File: src/rtl/boron_xor_layer_pipe.sv
// Boron XOR-mix layer (forward/inverse, selectable per block) behind a LAT-deep valid/ready pipeline.
// Optional shadow self-check enabled by defining BORON_XOR_SELFCHECK_EN.
module boron_xor_layer_pipe #(
    parameter int WORD_W = 16,
    parameter int LAT    = 1
) (
    input  logic                  clk,
    input  logic                  rst,
    input  logic                  in_valid,
    output logic                  in_ready,
    input  logic                  in_mode,
    input  logic [4*WORD_W-1:0]   in_data,
    output logic                  out_valid,
    input  logic                  out_ready,
    output logic                  out_mode,
    output logic [4*WORD_W-1:0]   out_data,
    output logic [15:0]           blk_cnt,
    output logic                  chk_err
);
    localparam int BLK_W = 4 * WORD_W;

    if (LAT < 1 || LAT > 4) begin : g_bad_lat
        $error("boron_xor_layer_pipe: LAT must be in 1..4");
    end

    // enc=1 is the forward layer, enc=0 its exact inverse.
    function automatic logic [BLK_W-1:0] xor_mix(input logic enc, input logic [BLK_W-1:0] d);
        logic [WORD_W-1:0] w0, w1, w2, w3;
        logic [WORD_W-1:0] y0, y1, y2, y3;
        w0 = d[WORD_W-1:0];
        w1 = d[2*WORD_W-1:WORD_W];
        w2 = d[3*WORD_W-1:2*WORD_W];
        w3 = d[4*WORD_W-1:3*WORD_W];
        if (enc) begin
            y0 = w3 ^ w1 ^ w0;
            y1 = w3 ^ w1;
            y2 = w2 ^ w0;
            y3 = w3 ^ w2 ^ w0;
        end else begin
            y0 = w1 ^ w0;
            y1 = w3 ^ w2 ^ w1;
            y2 = w2 ^ w1 ^ w0;
            y3 = w3 ^ w2;
        end
        return {y3, y2, y1, y0};
    endfunction

    logic              v_reg    [LAT];
    logic              mode_reg [LAT];
    logic [BLK_W-1:0]  data_reg [LAT];
    logic [LAT:0]      load;
    logic [BLK_W-1:0]  mixed;
    logic [15:0]       blk_cnt_reg;
    logic              xfer;

    // load[k]: stage k may capture this cycle; load[LAT] is the downstream sink.
    always_comb begin
        load = '0;
        load[LAT] = out_ready;
        for (int k = LAT - 1; k >= 0; k--) begin
            load[k] = !v_reg[k] || load[k+1];
        end
    end

    assign mixed = xor_mix(in_mode, in_data);

    for (genvar gi = 0; gi < LAT; gi++) begin : g_stage
        logic             src_v;
        logic             src_m;
        logic [BLK_W-1:0] src_d;

        if (gi == 0) begin : g_head
            assign src_v = in_valid;
            assign src_m = in_mode;
            assign src_d = mixed;
        end else begin : g_body
            assign src_v = v_reg[gi-1];
            assign src_m = mode_reg[gi-1];
            assign src_d = data_reg[gi-1];
        end

        // Payload only changes when a real block arrives, so a stalled or idle stage holds.
        always_ff @(posedge clk) begin
            if (rst) begin
                v_reg[gi]    <= 1'b0;
                mode_reg[gi] <= 1'b0;
                data_reg[gi] <= '0;
            end else if (load[gi]) begin
                v_reg[gi] <= src_v;
                if (src_v) begin
                    mode_reg[gi] <= src_m;
                    data_reg[gi] <= src_d;
                end
            end
        end
    end

    assign in_ready  = load[0];
    assign out_valid = v_reg[LAT-1];
    assign out_mode  = mode_reg[LAT-1];
    assign out_data  = data_reg[LAT-1];
    assign xfer      = out_valid && out_ready;

    always_ff @(posedge clk) begin
        if (rst) begin
            blk_cnt_reg <= '0;
        end else if (xfer) begin
            blk_cnt_reg <= blk_cnt_reg + 16'd1;
        end
    end

    assign blk_cnt = blk_cnt_reg;

`ifdef BORON_XOR_SELFCHECK_EN
    logic [BLK_W-1:0] shadow_reg [LAT];
    logic [BLK_W-1:0] unmixed;
    logic             chk_err_reg;

    for (genvar gi = 0; gi < LAT; gi++) begin : g_shadow
        logic [BLK_W-1:0] shadow_src;

        if (gi == 0) begin : g_head
            assign shadow_src = in_data;
        end else begin : g_body
            assign shadow_src = shadow_reg[gi-1];
        end

        always_ff @(posedge clk) begin
            if (rst) begin
                shadow_reg[gi] <= '0;
            end else if (load[gi] && g_stage[gi].src_v) begin
                shadow_reg[gi] <= shadow_src;
            end
        end
    end

    // Undo the layer on the port value itself, so any corruption after the mix is caught.
    assign unmixed = xor_mix(!out_mode, out_data);

    always_ff @(posedge clk) begin
        if (rst) begin
            chk_err_reg <= 1'b0;
        end else if (xfer && (unmixed != shadow_reg[LAT-1])) begin
            chk_err_reg <= 1'b1;
        end
    end

    assign chk_err = chk_err_reg;
`else
    assign chk_err = 1'b0;
`endif

endmodule

File: config.mk
export PLATFORM = sky130hd
export DESIGN_NAME = boron_xor_layer_pipe
export DESIGN_NICKNAME = d
export VERILOG_FILES = /design/src/rtl/boron_xor_layer_pipe.sv
export SDC_FILE = /design/constraint.sdc
export NUM_CORES = 1
export LEC_CHECK = 0
export CAP_MARGIN = 20
export CORE_UTILIZATION = 42
export DETAILED_ROUTE_END_ITERATION = 12
export PLACE_DENSITY = 0.78
export SLEW_MARGIN = 25
export SYNTH_ARGS = -nofsm -noshare
export SYNTH_HDL_FRONTEND = slang
export SYNTH_SLANG_ARGS = --single-unit
File: constraint.sdc
create_clock -name clk -period 2.6 [get_ports clk]
set_clock_uncertainty 0.1 [all_clocks]
set_input_delay 0.39 -clock clk [delete_from_list [all_inputs] [get_ports clk]]
set_output_delay 0.39 -clock clk [all_outputs]
set_load 0.01 [all_outputs]
==> results by group <==
Outcome
  • Status: completed

Global routing
  • First-pass GRT wire length: 15500 µm
  • Vias in the first global route: 3419
  • Largest net degree at the start of global routing: 42
  • Total grt overflow: 0
  • Initial antenna violation count: 0
  • Total track usage: 18.0%

Critical path
  • Reg2Reg Capture Point: data_reg[0][3]$_SDFFCE_PN0P_
  • Reg2Reg Setup Slack: 0.87 ns
  • Top cell by count, worst path: clkdlybuf4s50_1
  • Crit path required time: 2.11 ns
  • Critical Path Start Type: primary input
  • Slowest cell delay on critical path: 0.55 ns
  • Critical path origin: out_ready
  • Worst Path Max Fanout: 5
  • Critical Path End Type: output pin
  • Worst r2r src: v_reg[0]$_DFFE_PP_
  • CP arrival: 1.66 ns
  • Crit-path slowest cell: clkdlybuf4s50_1
  • CP Cell Sequence: clkdlybuf4s50_1 > nand2b_1 > clkdlybuf4s50_1
  • Reg2Reg Depth: 5
  • Kind of critical path: primary input to output pin

Clock network
  • CTS tree: built
  • Cts repair resizes: 0
  • Cts hold-fix bufs: 0
  • Root Buffer: clkbuf_8
  • Post-CTS Setup Bufs: 0
  • Clock Sinks: 82
  • Clock buffer depth: 2
  • Skew-Pair Late Insertion Delay: 0.35 ns
  • H-tree Lvls: 3
  • Total CTS buffers: 9
  • Clk slew on worst S/H paths: 0.08 ns

Run
  • Max_cap viols: 0

Timing
  • Hold_ws: 0.409 ns
  • Final hold vios: 0
  • RSZ-0062 raised after global routing: no
  • Slew Limit Fails: 0
  • Final min period: 2.15 ns
  • Final setup viols: 0
  • Fin crit share: 82.8%
  • Fmax: 464 MHz
  • Setup TNS: 0 ns
  • Relative slew slack: 64.7%
  • Slew @ Worst Pin: 0.530 ns

Power
  • Peak supply drop: 293 µV
  • Pwr Total: 3.41 mW
  • Pwr Density: 530 nW/µm²
  • Pleak: 2.28 nW

Placed design
  • GP Congestion: 0.787
  • Hpwl dp: 7600 µm
  • Port bufs: 151

Logic synthesis
  • Area leader, netlist: edfxtp_1
  • Mux cell area share after synthesis: 0.247%
  • FF+latch count, synth: 82
  • Simple-Gate Fraction of Synth Area: 18.6%
  • Compound-Gate Fraction of Synth Area: 0.715%
  • Ys flop type: edfxtp_1
  • Unique masters post-synth: 31
  • Post-synthesis async set-or-reset flop share: 0%
  • Post-Synthesis Cell Area: 4550 µm²
  • YS warnings: 0
  • Share of the yosys chip area belonging to registers: 50.6%
  • Synth Area in XOR/XNOR: 26.7%
  • Adder-Cell Fraction of Synth Area: 0.275%
  • Area contributors post-synth: edfxtp_1 44%, xnor2_1 20%, dfxtp_1 7.0%
  • Post-synth top area share: 43.5%
  • Largest family of logic cells by synthesized area: XOR/XNOR gates
  • Avg Inst Size Synth: 10.6 µm²
  • Synthesized instance count: 431
  • Post-Syn Nets: 501
  • Post-synth EDFFs: 66

Min path
  • Worst Hold Depth: 2
  • Hold path start: blk_cnt[14]$_SDFFE_PP0P_
  • Worst Hold Path EP: blk_cnt[14]$_SDFFE_PP0P_
  • Worst min path class: flip-flop to flip-flop

Die
  • Initial Util: 43.7%
  • Num rows: 37
  • Die H: 106 µm
  • I/O pins: 153
  • Die area: 11300 µm²
  • Die width: 106 µm
  • Core area: 10400 µm²

Finish
  • Layout Nets: 653
  • Most frequent cells in the layout: 150 x clkdlybuf4s50_1, 105 x xnor2_1, 77 x nor2_1, 66 x edfxtp_1, 41 x nand2_1
  • Layout cells sized above 1: 4.76%
  • Max reg flops: 64
  • Commonest non-fill, non-tap cell in the layout: clkdlybuf4s50_1
  • Antenna diodes: 0
  • Post-layout util: 61.9%
  • Area Overhead vs Synth: 41.6%

Detailed routing
  • Vias/cell: 4.69
  • Vias: 3394
  • DRC: 0
  • Detailed Route Iter0 Violations: 76
  • First drt pass iteration count: 4
  • Detailed Route WL: 9590 µm
  • Routed len/inst: 13.3 µm
  • Routed Antenna Nets: 0
-- report_power, final --
group	internal, mW	switching (mW)
Combinational	0.444	0.341
Clock	0.632	0.432
Sequential	1.53	0.0342
-- cell type report --
class / count / area (µm²)
multi-input cells: 329 / 2130
repair buffers: 158 / 1600
clock buffers: 10 / 128
inverters: 3 / 11.3
fillers: 867 / 3970
well taps: 136 / 170
flip-flops and latches: 82 / 2300
clock inverters: 6 / 105
-- synthesized netlist by cell type, types with 2 or more instances --
cell type and count:
nor2_1 77, edfxtp_1 66, and4_1 2, nand2_1 41
inv_1 3, nor3_1 5, clkbuf_1 5, nor4_1 4
a21oi_1 3, xor2_1 34, and2_1 2, buf_6 5
dfxtp_1 16, xnor2_1 105, buf_2 6, nand4_1 5
nand2b_1 3, nor2b_1 33, nand3_2 2, nand3_1 2
o21ai_0 2
-- logic make-up after synthesis --
logic type	after synthesis
buf+inv	20
flops	82
xor+xnor	139
compound gates	6
other cells	1
simple gates	181
fa+ha+maj	1
mux	1
-- how the worst max path moves through the flow --
stage                                               end  slack [ns]  cells after the start
after CTS                                      in_ready        0.45                      3
after floorplan            data_reg[0][0]$_SDFFCE_PN0P_        0.54                      2
after global placement    data_reg[0][55]$_SDFFCE_PN0P_        0.46                      5
final                                          in_ready        0.45                      3
after detailed placement   data_reg[0][3]$_SDFFCE_PN0P_        0.40                      6
after global routing                           in_ready        0.39                      3
-- per-stage QoR --
| step | worst slack [ns] | cells | cell area [µm²] |
|---|---|---|---|
| 6_report | 0.447 | 724 | 6450 |
| 5_1_grt | 0.385 | 724 | 6450 |
| 4_1_cts | 0.454 | 724 | 6450 |
| 2_1_floorplan | 0.536 | 431 | 4550 |
| 3_5_place_dp | 0.399 | 708 | 6210 |
| 3_3_place_gp | 0.461 | 708 | 6210 |
-- layer usage --
| layer | vias to the layer above | GRT usage (%) | share of wire (%) |
|---|---|---|---|
| li1 | 1703 | - | - |
| met1 | 1552 | 19.0 | 38 |
| met2 | 125 | 31.2 | 49 |
| met3 | 14 | 6.87 | 10 |
| met4 | 0 | 8.93 | 2.4 |
| met5 | - | 0 | 0 |
-- critical path: cells and delay by family --
family	cells	cell delay, ns
simple gates	1	0.19
buf+inv	2	1.09
No activity file was read; power rests on OpenSTA's default activity.
